`src/rtl/ysyx_22041071_wb_arb.sv`:
```
// Writeback arbiter: shares the single regfile write port between the in-order
// pipeline WB stage and the MDU, with a bounded-starvation guard for the pipeline.
module ysyx_22041071_wb_arb #(
   parameter int ADDR_W     = 64,
   parameter int INS_W      = 32,
   parameter int DATA_W     = 64,
   parameter int STARVE_LIM = 4
) (
   input  logic              clk,
   input  logic              reset,
   input  logic              p_valid,
   output logic              p_ready,
   input  logic [ADDR_W-1:0] p_pc,
   input  logic [INS_W-1:0]  p_ins,
   input  logic              p_wen,
   input  logic [4:0]        p_rd,
   input  logic [DATA_W-1:0] p_data,
   input  logic              m_valid,
   output logic              m_ready,
   input  logic [ADDR_W-1:0] m_pc,
   input  logic [INS_W-1:0]  m_ins,
   input  logic [4:0]        m_rd,
   input  logic [DATA_W-1:0] m_data,
   output logic              rf_wen,
   output logic [4:0]        rf_waddr,
   output logic [DATA_W-1:0] rf_wdata,
   output logic              cmt_valid,
   output logic [ADDR_W-1:0] cmt_pc,
   output logic [INS_W-1:0]  cmt_ins,
   output logic              cmt_src,
   output logic [2:0]        starve_cnt
);

   localparam logic [2:0] LIM = 3'(STARVE_LIM);

   logic       grant_p;
   logic       grant_m;
   logic [2:0] cnt_next;

   function automatic logic [2:0] sat_inc(input logic [2:0] v);
      return (v >= LIM) ? LIM : v + 3'd1;
   endfunction

   // MDU wins ties until the pipeline has waited STARVE_LIM consecutive grants.
   always_comb begin
      grant_p = 1'b0;
      grant_m = 1'b0;
      if (reset) begin
         if (p_valid && m_valid) begin
            if (starve_cnt >= LIM) grant_p = 1'b1;
            else                   grant_m = 1'b1;
         end else if (p_valid) begin
            grant_p = 1'b1;
         end else if (m_valid) begin
            grant_m = 1'b1;
         end
      end
   end

   assign p_ready = grant_p;
   assign m_ready = grant_m;

   always_comb begin
      cnt_next = 3'd0;
      if (grant_m && p_valid) cnt_next = sat_inc(starve_cnt);
   end

   // Commit stage: winner registered onto regfile/commit ports; payload holds when idle.
   always_ff @(posedge clk or negedge reset) begin
      if (!reset) begin
         starve_cnt <= 3'd0;
         rf_wen     <= 1'b0;
         rf_waddr   <= 5'd0;
         rf_wdata   <= '0;
         cmt_valid  <= 1'b0;
         cmt_pc     <= '0;
         cmt_ins    <= '0;
         cmt_src    <= 1'b0;
      end else begin
         starve_cnt <= cnt_next;
         cmt_valid  <= grant_p | grant_m;
         if (grant_p) begin
            rf_wen   <= p_wen && (p_rd != 5'd0);
            rf_waddr <= p_rd;
            rf_wdata <= p_data;
            cmt_pc   <= p_pc;
            cmt_ins  <= p_ins;
            cmt_src  <= 1'b0;
         end else if (grant_m) begin
            rf_wen   <= (m_rd != 5'd0);
            rf_waddr <= m_rd;
            rf_wdata <= m_data;
            cmt_pc   <= m_pc;
            cmt_ins  <= m_ins;
            cmt_src  <= 1'b1;
         end else begin
            rf_wen   <= 1'b0;
         end
      end
   end

endmodule

```
`config.mk`:
```
export PLATFORM = sky130hd
export DESIGN_NAME = ysyx_22041071_wb_arb
export DESIGN_NICKNAME = d
export VERILOG_FILES = /design/src/rtl/ysyx_22041071_wb_arb.sv
export SDC_FILE = /design/constraint.sdc
export NUM_CORES = 1
export LEC_CHECK = 0
export CORE_AREA = 2 2 195 197
export DETAILED_ROUTE_END_ITERATION = 10
export DIE_AREA = 0 0 197 199
export GPL_TIMING_DRIVEN = 0
export PLACE_DENSITY = 0.63
export SLEW_MARGIN = 30
export SYNTH_ARGS = -nofsm -noshare
export SYNTH_HDL_FRONTEND = slang
export SYNTH_SLANG_ARGS = --single-unit
```
`constraint.sdc`:
```
create_clock -name clk -period 2.3 [get_ports clk]
set_clock_uncertainty 0.05 [all_clocks]
set_input_delay 0.345 -clock clk [delete_from_list [all_inputs] [get_ports clk]]
set_output_delay 0.345 -clock clk [all_outputs]
set_load 0.05 [all_outputs]
```
==> results.md, run 1 <==
| Quantity | Reported |
|---|---|
| Outcome | complete, but fails checks |
| Violated checks | hold timing |
| Placement row count | 71 |
| Cell type with the highest aggregate area in the netlist | sky130_fd_sc_hd__dfrtp_1 |
| Die area | 39200 µm² |
| TritonCTS buffer count | 17 |
| DR WL met2 | 20.8 mm |
| Maximum clock frequency | 458 MHz |
| Largest stage delay on the critical path | 0.55 ns |
| Aggregate global-route resource usage | 0.211 |
| Die outline height | 199 µm |
| Mean routed wirelength per cell | 21.7 µm |
| CP Cell Sequence | clkdlybuf4s50_1 -> nand2_1 -> and3_1 -> dlygate4sd2_1 |
| Worst EP arrival | 1.79 ns |
| Cell with the largest stage delay on the worst path | sky130_fd_sc_hd__dlygate4sd2_1 |
| Layout overhead on the synthesized area | 77.4% |
| Kind of start point of the critical path | input port |
| Antenna violation net count after detailed routing | 0 |
| Final global-route overflow total | 0 |
| Post-detailed-routing wire length | 43.2 mm |
| Min Clock Period, post-route | 2.18 ns |
| Post-synth ARST share | 1.00 |
| Avg Vias per Cell | 5.03 |
| Number of enable-type register cells in the synthesized netlist | 0 |
| Worst Path Max Fanout | 5 |
| Post-CTS setup-driven buffer insertion count | 0 |
| Total area of multi-input combinational cells | 3450 µm² |
| Internal power contribution | 6.80 mW |
| Area taken by flip-flops and latches | 4280 µm² |
| Yosys top cell area share | 0.513 |
| Initial Util | 0.225 |
| HPWL after detailed placement | 31.9 mm |
| Synthesized Nets | 1302 |
| Worst reg2reg startpoint | starve_cnt[2] |
| Number of fill cells | 3772 |
| Post-Syn Area | 8340 µm² |
| Endpoint class of the critical path | output port |
| Number of antenna violations at the first check in global routing | 1 |
| Wire length on met1 | 17.1 mm |
| Count of endpoints failing hold in the final timing report | 21 |
| Switching share of total power | 0.377 |
| DR vias | 9996 |
| Leakage power | 5.57 nW |
| Clock latency on the worst-skew pair | 0.46 ns |
| Worst IR Drop VDD | 0.000517 V |
| First-pass GRT wire length | 62.1 mm |
| Post-detailed-route DRC marker count | 0 |
| Count of final max-slew check failures | 0 |
| Port Buffers | 507 |
| Ys flop type | sky130_fd_sc_hd__dfrtp_1 |
| Post-Syn Area per Cell | 8.64 µm² |
| Transition time of the tightest slew-check pin | 0.872 ns |
| Clk sinks | 171 |
| Clk Tree Root Cell | sky130_fd_sc_hd__clkbuf_16 |
| Number of cells produced by synthesis | 965 |
| Smallest hold slack | -0.00593 ns |
| HP Class | in2async |
| Topmost layer with routed signal wires | met5 |
| 1st-pass router iterations | 5 |
| Buffers from clock root to sink, at most | 2 |
| Reg2Reg Capture Point | cmt_ins[4] |
| Die extent in x | 197 µm |
| Power density of the placed cells | 738 nW/µm² |
| Number of nets at the end of the flow | 1835 |
| Switching power | 4.12 mW |
| Final Power | 10.9 mW |
| Worst path required time | 1.90 ns |
| Count of different cell masters after synthesis | 26 |
| Via count of the first global-routing pass | 10100 |
| Warning count from the yosys run | 0 |
| Reg2Reg Depth | 6 |
| Post-synthesis sequential area ratio | 0.513 |
| Register-to-register path setup slack | 0.36 ns |
| Sequential power share | 0.334 |
| RSZ-0062 raised after global routing | false |
| Clock edge transition at the registers on the reported setup and hold paths | 0.07 ns |
| Number of setup violations in the final report | 0 |
| Period utilization | 0.950 |
| Starting DRT DRC Count | 472 |
| H-tree depth reported by CTS | 4 |
| Placer Congestion | 0.902 |
| Clk network pwr share | 0.302 |
| Worst-case headroom to the max-slew limit | 0.419 |
| Pin count of the biggest net entering global routing | 79 |
| Maxcap violations | 0 |
| Largest cells by area after synthesis | sky130_fd_sc_hd__dfrtp_1, sky130_fd_sc_hd__a31oi_1, sky130_fd_sc_hd__nand3_1, sky130_fd_sc_hd__o21ai_0, sky130_fd_sc_hd__nor2_1 |
| Comb power frac | 0.365 |
| Core footprint | 37100 µm² |
| Total length of routed met3 wires | 3.94 mm |
| Crit path kind | in2out |
| I/O pin total | 508 |
| Clock tree from TritonCTS | done |
| Share of final-layout standard cells stronger than drive strength 1 | 0.0807 |
| Flop and latch count out of synthesis | 171 |
[layout by cell type (no fill, tap or decap), types with 2 or more instances in the layout]
cell type / synthesis / final
sky130_fd_sc_hd__a31oi_1: 165 / 165
sky130_fd_sc_hd__and3_1: 3 / 3
sky130_fd_sc_hd__buf_12: 0 / 2
sky130_fd_sc_hd__buf_16: 0 / 3
sky130_fd_sc_hd__buf_2: 45 / 47
sky130_fd_sc_hd__buf_4: 27 / 27
sky130_fd_sc_hd__buf_6: 4 / 4
sky130_fd_sc_hd__bufinv_16: 0 / 4
sky130_fd_sc_hd__clkbuf_1: 33 / 31
sky130_fd_sc_hd__clkbuf_16: 0 / 17
sky130_fd_sc_hd__clkbuf_2: 3 / 4
sky130_fd_sc_hd__clkbuf_8: 0 / 2
sky130_fd_sc_hd__clkdlybuf4s50_1: 0 / 504
sky130_fd_sc_hd__clkinv_2: 0 / 2
sky130_fd_sc_hd__clkinvlp_4: 0 / 3
sky130_fd_sc_hd__dfrtp_1: 171 / 171
sky130_fd_sc_hd__ha_1: 2 / 2
sky130_fd_sc_hd__inv_1: 2 / 2
sky130_fd_sc_hd__inv_6: 0 / 4
sky130_fd_sc_hd__nand3_1: 165 / 165
sky130_fd_sc_hd__nor2_1: 166 / 166
sky130_fd_sc_hd__o21ai_0: 138 / 138
sky130_fd_sc_hd__o21ai_1: 27 / 27
sky130_fd_sc_hd__or4_1: 2 / 2
[how the worst max path moves through the flow]
stage	startpoint	endpoint	slack, ns	cells past startpoint
4_1_cts	cmt_ins[2]	cmt_ins[2]	0.1	1
3_5_place_dp	reset	p_ready	-0.75	6
3_3_place_gp	reset	p_ready	-8.75	5
6_report	p_valid	m_ready	0.12	4
2_1_floorplan	starve_cnt[2]	p_ready	0.18	4
5_1_grt	p_valid	m_ready	0.06	4
[what timing repair did]
action,CTS,global route
hold buffers,2,3
endpoints found under the setup margin,2,0
hold endpoints to repair,22,123
gates resized for setup,11,0
[kinds of logic (layout without fill, tap and decap cells)]
| kind of cell | after synthesis | in the layout | synth area share |
|---|---|---|---|
| AOI/OAI and AO/OA | 334 | 334 | 0.226 |
| buffers and inverters | 114 | 660 | 0.0742 |
| and+or+nand+nor | 344 | 344 | 0.183 |
| adders and majority gates | 2 | 2 | 0.00300 |
| other | 0 | 1 | 0 |
| DFF | 171 | 171 | 0.513 |
[power groups by stage]
stage | Combinational, mW | Sequential (mW) | Clock (mW)
final | 3.98 | 3.65 | 3.30
after global routing | 4.17 | 3.69 | 3.47
after CTS | 3.98 | 3.65 | 3.35
after detailed placement | 3.97 | 3.70 | 0
after global placement | 3.95 | 3.69 | 0
after floorplan | 0.736 | 5.05 | 0
[synth_stat cells, types with 2 or more instances]
cell                         n
sky130_fd_sc_hd__or4_1       2
sky130_fd_sc_hd__a31oi_1   165
sky130_fd_sc_hd__o21ai_1    27
sky130_fd_sc_hd__dfrtp_1   171
sky130_fd_sc_hd__nor2_1    166
sky130_fd_sc_hd__buf_6       4
sky130_fd_sc_hd__clkbuf_1   33
sky130_fd_sc_hd__and3_1      3
sky130_fd_sc_hd__clkbuf_2    3
sky130_fd_sc_hd__o21ai_0   138
sky130_fd_sc_hd__nand2_1     2
sky130_fd_sc_hd__ha_1        2
sky130_fd_sc_hd__buf_4      27
sky130_fd_sc_hd__inv_1       2
sky130_fd_sc_hd__nand3_1   165
sky130_fd_sc_hd__buf_2      45
[routing by layer]
| metal | GRT usage | vias up |
|---|---|---|
| met3 | 0.0710 | 70 |
| met1 | 0.247 | 4856 |
| met4 | 0.0796 | 2 |
| li1 | - | 4559 |
| met5 | 0 | - |
| met2 | 0.357 | 509 |
[flip-flops by register name, indices dropped and copies added, names as in the netlist]
signal      flops
cmt_ins        32
rf_waddr        5
cmt_pc         64
starve_cnt      3
rf_wdata       64
rf_wen          1
cmt_src         1
cmt_valid       1
[final cells by class]
type / instances / share of cell area
buffer: 112 / 0.0417
sequential: 171 / 0.289
antenna: 1 / 0.000169
clock buffer: 19 / 0.0306
tap: 474 / 0.0401
multi-input combinational: 680 / 0.233
inverter: 2 / 0.000507
timing repair buffer: 514 / 0.352
clock inverter: 13 / 0.0127
[through the flow]
| step | cell area, µm² | std cells | worst slack, ns | TNS [ns] | utilization |
|---|---|---|---|---|---|
| CTS | 14700 | 1982 | 0.0974 | 0 | 0.397 |
| global placement | 14000 | 1946 | -8.75 | -2600.35 | 0.377 |
| floorplan | 8340 | 965 | 0.182 | 0 | - |
| detailed placement | 14100 | 1948 | -0.745 | -21.97 | 0.379 |
| finish | 14800 | 1986 | 0.116 | 0 | 0.399 |
| global route | 14800 | 1985 | 0.0567 | 0 | 0.399 |
[worst max-delay path: cells and delay by family]
kind	cells	cell delay [ns]
buffers and inverters	2	1.09
AND/OR/NAND/NOR	2	0.35
Note: power is estimated with default switching activity, not from simulation.
==> inputs of run 2 (changes only) <==
--- a/config.mk
+++ b/config.mk
@@ -5,11 +5,12 @@
 export SDC_FILE = /design/constraint.sdc
 export NUM_CORES = 1
 export LEC_CHECK = 0
-export CORE_AREA = 2 2 195 197
+export ABC_AREA = 1
+export CORE_AREA = 2 2 199 201
 export DETAILED_ROUTE_END_ITERATION = 10
-export DIE_AREA = 0 0 197 199
+export DIE_AREA = 0 0 201 203
 export GPL_TIMING_DRIVEN = 0
-export PLACE_DENSITY = 0.63
+export PLACE_DENSITY = 0.65
 export SLEW_MARGIN = 30
 export SYNTH_ARGS = -nofsm -noshare
 export SYNTH_HDL_FRONTEND = slang
==> results.md, run 2 <==
| Quantity | Reported | Delta |
|---|---|---|
| Count of placed standard cells in the final layout, fillers left out | 2512 | was 1986 |
| Mean routed wirelength per cell | 15.9 µm | was 21.7 µm |
| Starting DRT DRC Count | 817 | was 472 |
| Number of cells produced by synthesis | 1446 | was 965 |
| Worst path required time | 1.90 ns | about the same |
| Core footprint | 38500 µm² | was 37100 µm² |
| Min Clock Period, post-route | 2.16 ns | was 2.18 ns |
| DR vias | 11000 | was 9996 |
| Post-detailed-route DRC marker count | 0 | unchanged |
| First-pass GRT wire length | 60.7 mm | was 62.1 mm |
| RSZ-0062 raised after global routing | false | unchanged |
| Number of setup violations in the final report | 0 | unchanged |
| 1st-pass router iterations | 5 | unchanged |
| Most frequent cells after synthesis | sky130_fd_sc_hd__nand2_1, sky130_fd_sc_hd__inv_1, sky130_fd_sc_hd__nand3_1 | was sky130_fd_sc_hd__dfrtp_1, sky130_fd_sc_hd__nor2_1, sky130_fd_sc_hd__a31oi_1, sky130_fd_sc_hd__nand3_1, sky130_fd_sc_hd__o21ai_0 |
| Maxcap violations | 0 | unchanged |
| Clock tree from TritonCTS | done | unchanged |
| Comb power frac | 0.388 | was 0.365 |
| Sequential power share | 0.338 | was 0.334 |
| Number of nets at the end of the flow | 2317 | was 1835 |
| Register-to-register path setup slack | 0.52 ns | was 0.36 ns |
| Combinational family with the most area after synthesis | simple AND/OR/NAND/NOR gates | was compound AO/OA/AOI/OAI gates |
| DP Cell Count | 2473 | was 1948 |
| Clk network pwr share | 0.275 | was 0.302 |
| Most common library cell in the layout ignoring fill and taps | sky130_fd_sc_hd__clkdlybuf4s50_1 | unchanged |
| Switching power | 4.16 mW | was 4.12 mW |
| Most frequent cells in the layout | sky130_fd_sc_hd__clkdlybuf4s50_1, sky130_fd_sc_hd__nand2_1, sky130_fd_sc_hd__inv_1 | was sky130_fd_sc_hd__clkdlybuf4s50_1, sky130_fd_sc_hd__dfrtp_1, sky130_fd_sc_hd__nor2_1 |
| HPWL after detailed placement | 31.0 mm | was 31.9 mm |
| Placer Congestion | 0.932 | was 0.902 |
| Maximum clock frequency | 464 MHz | was 458 MHz |
| Worst-case headroom to the max-slew limit | 0.442 | was 0.419 |
| Cell type with the highest aggregate area in the netlist | sky130_fd_sc_hd__dfrtp_1 | unchanged |
| Aggregate global-route resource usage | 0.193 | was 0.211 |
| Count of endpoints failing hold in the final timing report | 0 | was 21 |
| Port Buffers | 507 | unchanged |
| Initial Util | 0.252 | was 0.225 |
| Worst setup slack before clock tree synthesis | -0.721 ns | was -0.745 ns |
| Count of different cell masters after synthesis | 14 | was 26 |
| Count of final max-slew check failures | 0 | unchanged |
| Outcome | complete, no violations | was complete, but fails checks |
| Final global-route overflow total | 0 | unchanged |
| Total negative setup slack | 0 ns | unchanged |
| Largest cells by area after synthesis | sky130_fd_sc_hd__dfrtp_1, sky130_fd_sc_hd__nand2_1, sky130_fd_sc_hd__nand3_1, sky130_fd_sc_hd__inv_1, sky130_fd_sc_hd__buf_2 | was sky130_fd_sc_hd__dfrtp_1, sky130_fd_sc_hd__a31oi_1, sky130_fd_sc_hd__nand3_1, sky130_fd_sc_hd__o21ai_0, sky130_fd_sc_hd__nor2_1 |
| Share of cell area taken by muxes after synthesis | 0 | unchanged |
| Clock edge transition at the registers on the reported setup and hold paths | 0.07 ns | about the same |
| Leakage power | 8.72 nW | was 5.57 nW |
| Crit path kind | in2out | unchanged |
| Placement row count | 72 | was 71 |
| Number of instances on the worst hold path | 6 |  |
| I/O pin total | 508 | unchanged |
| Post-detailed-routing wire length | 40.1 mm | was 43.2 mm |
| H-tree depth reported by CTS | 4 | unchanged |
| Flop and latch count out of synthesis | 171 | unchanged |
| Antenna violation net count after detailed routing | 0 | unchanged |
| Post-synthesis sequential area ratio | 0.442 | was 0.513 |
| Top-count cell post-synth | sky130_fd_sc_hd__nand2_1 | was sky130_fd_sc_hd__dfrtp_1 |
| Adder-cell share of the synthesized area | 0.00258 | was 0.00300 |
| Compound-cell area share of the yosys netlist | 0.000517 | was 0.226 |
| Fraction of met1 tracks used by global routing | 0.240 | was 0.247 |
| Internal power contribution | 6.69 mW | was 6.80 mW |
| Power density of the placed cells | 671 nW/µm² | was 738 nW/µm² |
| Met3 track demand over resource | 0.0392 | was 0.0710 |
| Number of enable-type register cells in the synthesized netlist | 0 | unchanged |
| Period utilization | 0.937 | was 0.950 |
| Post-Syn Area | 9680 µm² | was 8340 µm² |
| Clk sinks | 171 | unchanged |
| Final Power | 10.8 mW | was 10.9 mW |
| Transition time of the tightest slew-check pin | 0.835 ns | was 0.872 ns |
| Avg Vias per Cell | 4.39 | was 5.03 |
| Endpoint class of the critical path | output port | unchanged |
| Worst IR Drop VDD | 0.000498 V | was 0.000517 V |
| Peak-usage layer in the global routing report | met2 | unchanged |
| Clock latency on the worst-skew pair | 0.45 ns | was 0.46 ns |
| Sink of the worst hold path | rf_wen |  |
| Post-synth ARST share | 1.00 | unchanged |
| Worst min-delay path startpoint | reset |  |
| Die area | 40800 µm² | was 39200 µm² |
| Via count of the first global-routing pass | 10800 | was 10100 |
| Yosys top cell area share | 0.442 | was 0.513 |
| Warning count from the yosys run | 0 | unchanged |
| Top Registers | cmt_pc: 64 flops, rf_wdata: 64 flops, cmt_ins: 32 flops | unchanged |
| Layout overhead on the synthesized area | 66.8% | was 77.4% |
| Die outline height | 203 µm | was 199 µm |
| Buffers from clock root to sink, at most | 2 | unchanged |
| HP Class | in2reg | was in2async |
| Share of final-layout standard cells stronger than drive strength 1 | 0.0642 | was 0.0807 |
| Synth Area in Simple Gates | 0.371 | was 0.183 |
| TritonCTS buffer count | 17 | unchanged |
| Switching share of total power | 0.383 | was 0.377 |
| Reg2Reg Capture Point | cmt_ins[12] | was cmt_ins[4] |
| Xor/xnor cell area share of the yosys netlist | 0 | unchanged |
| Die extent in x | 201 µm | was 197 µm |
| Pin count of the biggest net entering global routing | 79 | unchanged |
| Synthesized Nets | 1783 | was 1302 |
| Grt met2 use | 0.326 | was 0.357 |
| Worst EP arrival | 1.76 ns | was 1.79 ns |
| Worst Path Max Fanout | 4 | was 5 |
| Clk Tree Root Cell | sky130_fd_sc_hd__clkbuf_16 | unchanged |
| Ys flop type | sky130_fd_sc_hd__dfrtp_1 | unchanged |
| Number of antenna violations at the first check in global routing | 2 | was 1 |
| Post-Syn Area per Cell | 6.70 µm² | was 8.64 µm² |
| Number of fill cells | 3921 | was 3772 |
| Reg2Reg Depth | 7 | was 6 |
| Worst reg2reg startpoint | starve_cnt[2] | unchanged |
| Min setup slack post-route | 0.144 ns | was 0.116 ns |
| Kind of start point of the critical path | input port | unchanged |
[run 2: cell count changes after synthesis, moves of 14 or more]
cell	before	now
sky130_fd_sc_hd__o21ai_1	27	0
sky130_fd_sc_hd__nand3_1	165	332
sky130_fd_sc_hd__nor2_1	166	8
sky130_fd_sc_hd__nand2_1	2	501
sky130_fd_sc_hd__o21ai_0	138	0
sky130_fd_sc_hd__inv_1	2	336
sky130_fd_sc_hd__buf_2	45	67
sky130_fd_sc_hd__buf_4	27	13
sky130_fd_sc_hd__clkbuf_1	33	4
sky130_fd_sc_hd__a31oi_1	165	0
[run 2: area by class of cell]
class	instances	area [µm²]	share of cell area
Tap cell	518	648	0.0401
Antenna cell	1	2.50	0.000155
Clock buffer	23	478	0.0296
Buffer	90	519	0.0321
Timing Repair Buffer	515	5220	0.323
Inverter	338	1270	0.0788
Clock inverter	9	113	0.00697
Sequential cell	171	4280	0.265
Multi-Input combinational cell	847	3620	0.224
[run 2: per-layer routing]
metal	vias up	part of all wire
met2	465	0.48
met1	5144	0.42
met4	0	0.031
met5	-	0
met3	76	0.064
li1	5353	-
[run 2: timing repair]
action                     CTS  global route
cloned                       1             0
hold endpoints to repair    70             0
resized for setup            8             2
setup endpoints to repair    2             1
setup buffers                0             1
hold buffers                 4             0
[run 2: kinds of logic after synthesis]
logic type	Yosys count
buffers and inverters	428
and+or+nand+nor	844
adders and majority gates	2
AOI/OAI and AO/OA	1
DFF	171
[run 2: through the flow]
step                hold WS, ns  instance area, µm²   util
global placement          0.413               15400  0.401
global route              0.421               16200  0.420
CTS                       0.406               16100  0.420
detailed placement        0.128               15500  0.402
finish                    0.426               16200  0.420
floorplan             -0.000591                9680      -
[run 2: worst max path at each step]
stage | cells after the start | from | slack (ns) | endpoint
finish | 4 | m_valid | 0.14 | m_ready
CTS | 7 | p_valid | 0.06 | p_ready
detailed placement | 8 | reset | -0.72 | p_ready
global route | 6 | starve_cnt[2] | 0.06 | p_ready
floorplan | 3 | starve_cnt[2] | 0.36 | starve_cnt[0]
global placement | 7 | reset | -7.55 | p_ready
[run 2: critical path, cell delays in order]
cell	delay, ns
sky130_fd_sc_hd__clkdlybuf4s50_1	0.48
sky130_fd_sc_hd__nand2_1	0.09
sky130_fd_sc_hd__a21oi_2	0.27
sky130_fd_sc_hd__dlygate4sd2_1	0.58
[run 2: power groups by stage]
stage | sequential [mW] | clock [mW] | combinational (mW)
finish | 3.66 | 2.98 | 4.20
global route | 3.71 | 3.19 | 4.44
CTS | 3.66 | 3.06 | 4.23
detailed placement | 3.70 | 0 | 4.19
global placement | 3.70 | 0 | 4.16
floorplan | 5.15 | 0 | 0.854
==> inputs of run 3 (changes only) <==
--- a/config.mk
+++ b/config.mk
@@ -6,11 +6,11 @@
 export NUM_CORES = 1
 export LEC_CHECK = 0
 export ABC_AREA = 1
-export CORE_AREA = 2 2 199 201
+export CORE_AREA = 2 2 195 197
 export DETAILED_ROUTE_END_ITERATION = 10
-export DIE_AREA = 0 0 201 203
+export DIE_AREA = 0 0 197 199
 export GPL_TIMING_DRIVEN = 0
-export PLACE_DENSITY = 0.65
+export PLACE_DENSITY = 0.67
 export SLEW_MARGIN = 30
 export SYNTH_ARGS = -nofsm -noshare
 export SYNTH_HDL_FRONTEND = slang
==> constraint.sdc (replaced) <==
create_clock -name clk -period 2.2 [get_ports clk]
set_clock_uncertainty 0.05 [all_clocks]
set_input_delay 0.33 -clock clk [delete_from_list [all_inputs] [get_ports clk]]
set_output_delay 0.33 -clock clk [all_outputs]
set_load 0.05 [all_outputs]
==> results.md, run 3 (synthesized netlist as in run 2, its figures left out) <==
| Quantity | Reported | Delta |
|---|---|---|
| Worst min-delay path startpoint | reset | unchanged |
| Placement row count | 71 | was 72 |
| Die outline height | 199 µm | was 203 µm |
| Transition time of the tightest slew-check pin | 0.632 ns | was 0.835 ns |
| Met3 track demand over resource | 0.0480 | was 0.0392 |
| Worst EP arrival | 1.73 ns | was 1.76 ns |
| Final global-route overflow total | 0 | unchanged |
| Clock tree from TritonCTS | done | unchanged |
| Worst-case headroom to the max-slew limit | 0.577 | was 0.442 |
| Via count of the first global-routing pass | 10700 | was 10800 |
| Die extent in x | 197 µm | was 201 µm |
| Period utilization | 0.958 |  |
| I/O pin total | 508 | unchanged |
| Post-detailed-route DRC marker count | 0 | unchanged |
| Clk sinks | 171 | unchanged |
| First-pass GRT wire length | 60.6 mm | was 60.7 mm |
| Worst Path Max Fanout | 10 | was 4 |
| Antenna violation net count after detailed routing | 0 | unchanged |
| Endpoint class of the critical path | output port | unchanged |
| Post-detailed-routing wire length | 40.4 mm | was 40.1 mm |
| Antenna Cells | 0 | was 1 |
| Min Clock Period, post-route | 2.11 ns |  |
| Layout overhead on the synthesized area | 66.5% | was 66.8% |
| Kind of start point of the critical path | input port | unchanged |
| Maximum clock frequency | 475 MHz |  |
| Clock latency on the worst-skew pair | 0.45 ns | about the same |
| Setup crit start | p_valid | was m_valid |
| Grt met2 use | 0.341 | was 0.326 |
| Area taken by flip-flops and latches | 4280 µm² | unchanged |
| 1st-pass router iterations | 5 | unchanged |
| H-tree depth reported by CTS | 4 | unchanged |
| HP Class | in2reg | unchanged |
| TritonCTS buffer count | 17 | unchanged |
| Peak-usage layer in the global routing report | met2 | unchanged |
| Maxcap violations | 0 | unchanged |
| Aggregate global-route resource usage | 0.203 | was 0.193 |
| Placer Congestion | 0.931 | was 0.932 |
| Clock edge transition at the registers on the reported setup and hold paths | 0.06 ns | was 0.07 ns |
| Number of instances on the worst hold path | 6 | unchanged |
| Power density of the placed cells | 710 nW/µm² | was 671 nW/µm² |
| Fraction of met1 tracks used by global routing | 0.251 | was 0.240 |
| DP Cell Count | 2429 | was 2473 |
| Final Power | 11.4 mW | was 10.8 mW |
| Crit path kind | in2out | unchanged |
| Worst path required time | 1.82 ns | was 1.90 ns |
| Number of fill cells | 3784 | was 3921 |
| Port Buffers | 507 | unchanged |
| Initial Util | 0.261 | was 0.252 |
| Share of final-layout standard cells stronger than drive strength 1 | 0.0658 | was 0.0642 |
| Count of endpoints failing hold in the final timing report | 0 | unchanged |
| Top Registers | cmt_pc: 64 flops, rf_wdata: 64 flops, cmt_ins: 32 flops | unchanged |
| Leakage power | 8.74 nW | was 8.72 nW |
| Most frequent cells in the layout | sky130_fd_sc_hd__clkdlybuf4s50_1, sky130_fd_sc_hd__nand2_1, sky130_fd_sc_hd__inv_1 | unchanged |
| Total area of multi-input combinational cells | 3620 µm² | unchanged |
| Register-to-register path setup slack | 0.40 ns | was 0.52 ns |
| RSZ-0062 raised after global routing | false | unchanged |
| Worst IR Drop VDD | 0.000530 V | was 0.000498 V |
| Most common library cell in the layout ignoring fill and taps | sky130_fd_sc_hd__clkdlybuf4s50_1 | unchanged |
| Die area | 39200 µm² | was 40800 µm² |
| Number of setup violations in the final report | 0 | unchanged |
| Pin count of the biggest net entering global routing | 74 | was 79 |
| Mean routed wirelength per cell | 16.4 µm | was 15.9 µm |
| Reg2Reg Depth | 7 | unchanged |
| Sink of the worst hold path | rf_wen | unchanged |
| Avg Vias per Cell | 4.46 | was 4.39 |
| Worst reg2reg startpoint | starve_cnt[2] | unchanged |
| Core footprint | 37100 µm² | was 38500 µm² |
| Count of final max-slew check failures | 0 | unchanged |
| Outcome | complete, no violations | unchanged |
| Number of antenna violations at the first check in global routing | 3 | was 2 |
| Starting DRT DRC Count | 604 | was 817 |
| Count of placed standard cells in the final layout, fillers left out | 2466 | was 2512 |
| Buffers from clock root to sink, at most | 2 | unchanged |
| Clk Tree Root Cell | sky130_fd_sc_hd__clkbuf_16 | unchanged |
| DR vias | 11000 | about the same |
| Number of nets at the end of the flow | 2316 | was 2317 |
| Post-CTS setup-driven buffer insertion count | 0 | unchanged |
| HPWL after detailed placement | 31.1 mm | was 31.0 mm |
| Reg2Reg Capture Point | cmt_pc[4] | was cmt_ins[12] |
==> run 3: cell types whose count changed in the layout (fill, tap and decap cells not counted), sizes merged <==
cell,before,now
inv,338,341
clkbuf,27,25
clkdlybuf4s15,0,1
clkinvlp,2,1
diode,1,0
dlygate4sd2,1,0
dlygate4sd3,3,2
==> run 3: final cells by class <==
cell class	count	share of cell area
timing repair buffer	514	0.325
sequential	171	0.265
multi-input combinational	847	0.225
inverter	338	0.0787
tap	474	0.0368
buffer	90	0.0320
clock buffer	21	0.0298
clock inverter	11	0.00807
==> run 3: worst max-delay path, stage by stage <==
cell                              delay (ns)
sky130_fd_sc_hd__clkdlybuf4s50_1        0.54
sky130_fd_sc_hd__nand2_1                0.12
sky130_fd_sc_hd__inv_2                  0.10
sky130_fd_sc_hd__nand2_2                0.08
sky130_fd_sc_hd__buf_4                  0.20
sky130_fd_sc_hd__inv_1                  0.16
sky130_fd_sc_hd__buf_6                  0.19
==> run 3: timing repair <==
item	CTS	global route
endpoints found under the hold margin	106	0
resized for setup	11	1
hold buffers	4	0
endpoints found under the setup margin	2	1
gates cloned	1	0
==> run 3: worst max path at each step <==
stage          depth (start not counted)       endpoint
2_1_floorplan                          3  starve_cnt[0]
3_3_place_gp                           7        p_ready
3_5_place_dp                           8        p_ready
4_1_cts                                7        p_ready
5_1_grt                                7        p_ready
6_report                               7        p_ready
==> run 3: through the flow <==
stage                     hold slack [ns]  setup TNS, ns  setup WS, ns  area (µm²)   util
after floorplan                   -0.0156              0         0.259        9680      -
after global placement              0.411       -2359.95         -7.55       15400  0.413
after detailed placement            0.148         -16.31        -0.788       15400  0.415
after CTS                           0.391              0        0.0418       16100  0.434
after global routing                0.421              0       0.00904       16100  0.434
final                               0.411              0        0.0934       16100  0.434
==> run 3: routing by layer <==
metal,vias to the layer above,wire (µm)
met4,0,1390
met3,83,3040
met5,-,0
li1,5351,-
met1,5102,16500
met2,465,19400
==> run 3: report_power, final <==
part           leakage, nW  switching, mW  internal, mW
combinational         6.36           2.77          1.65
clock                0.300           1.40          1.81
sequential            2.08          0.245          3.57
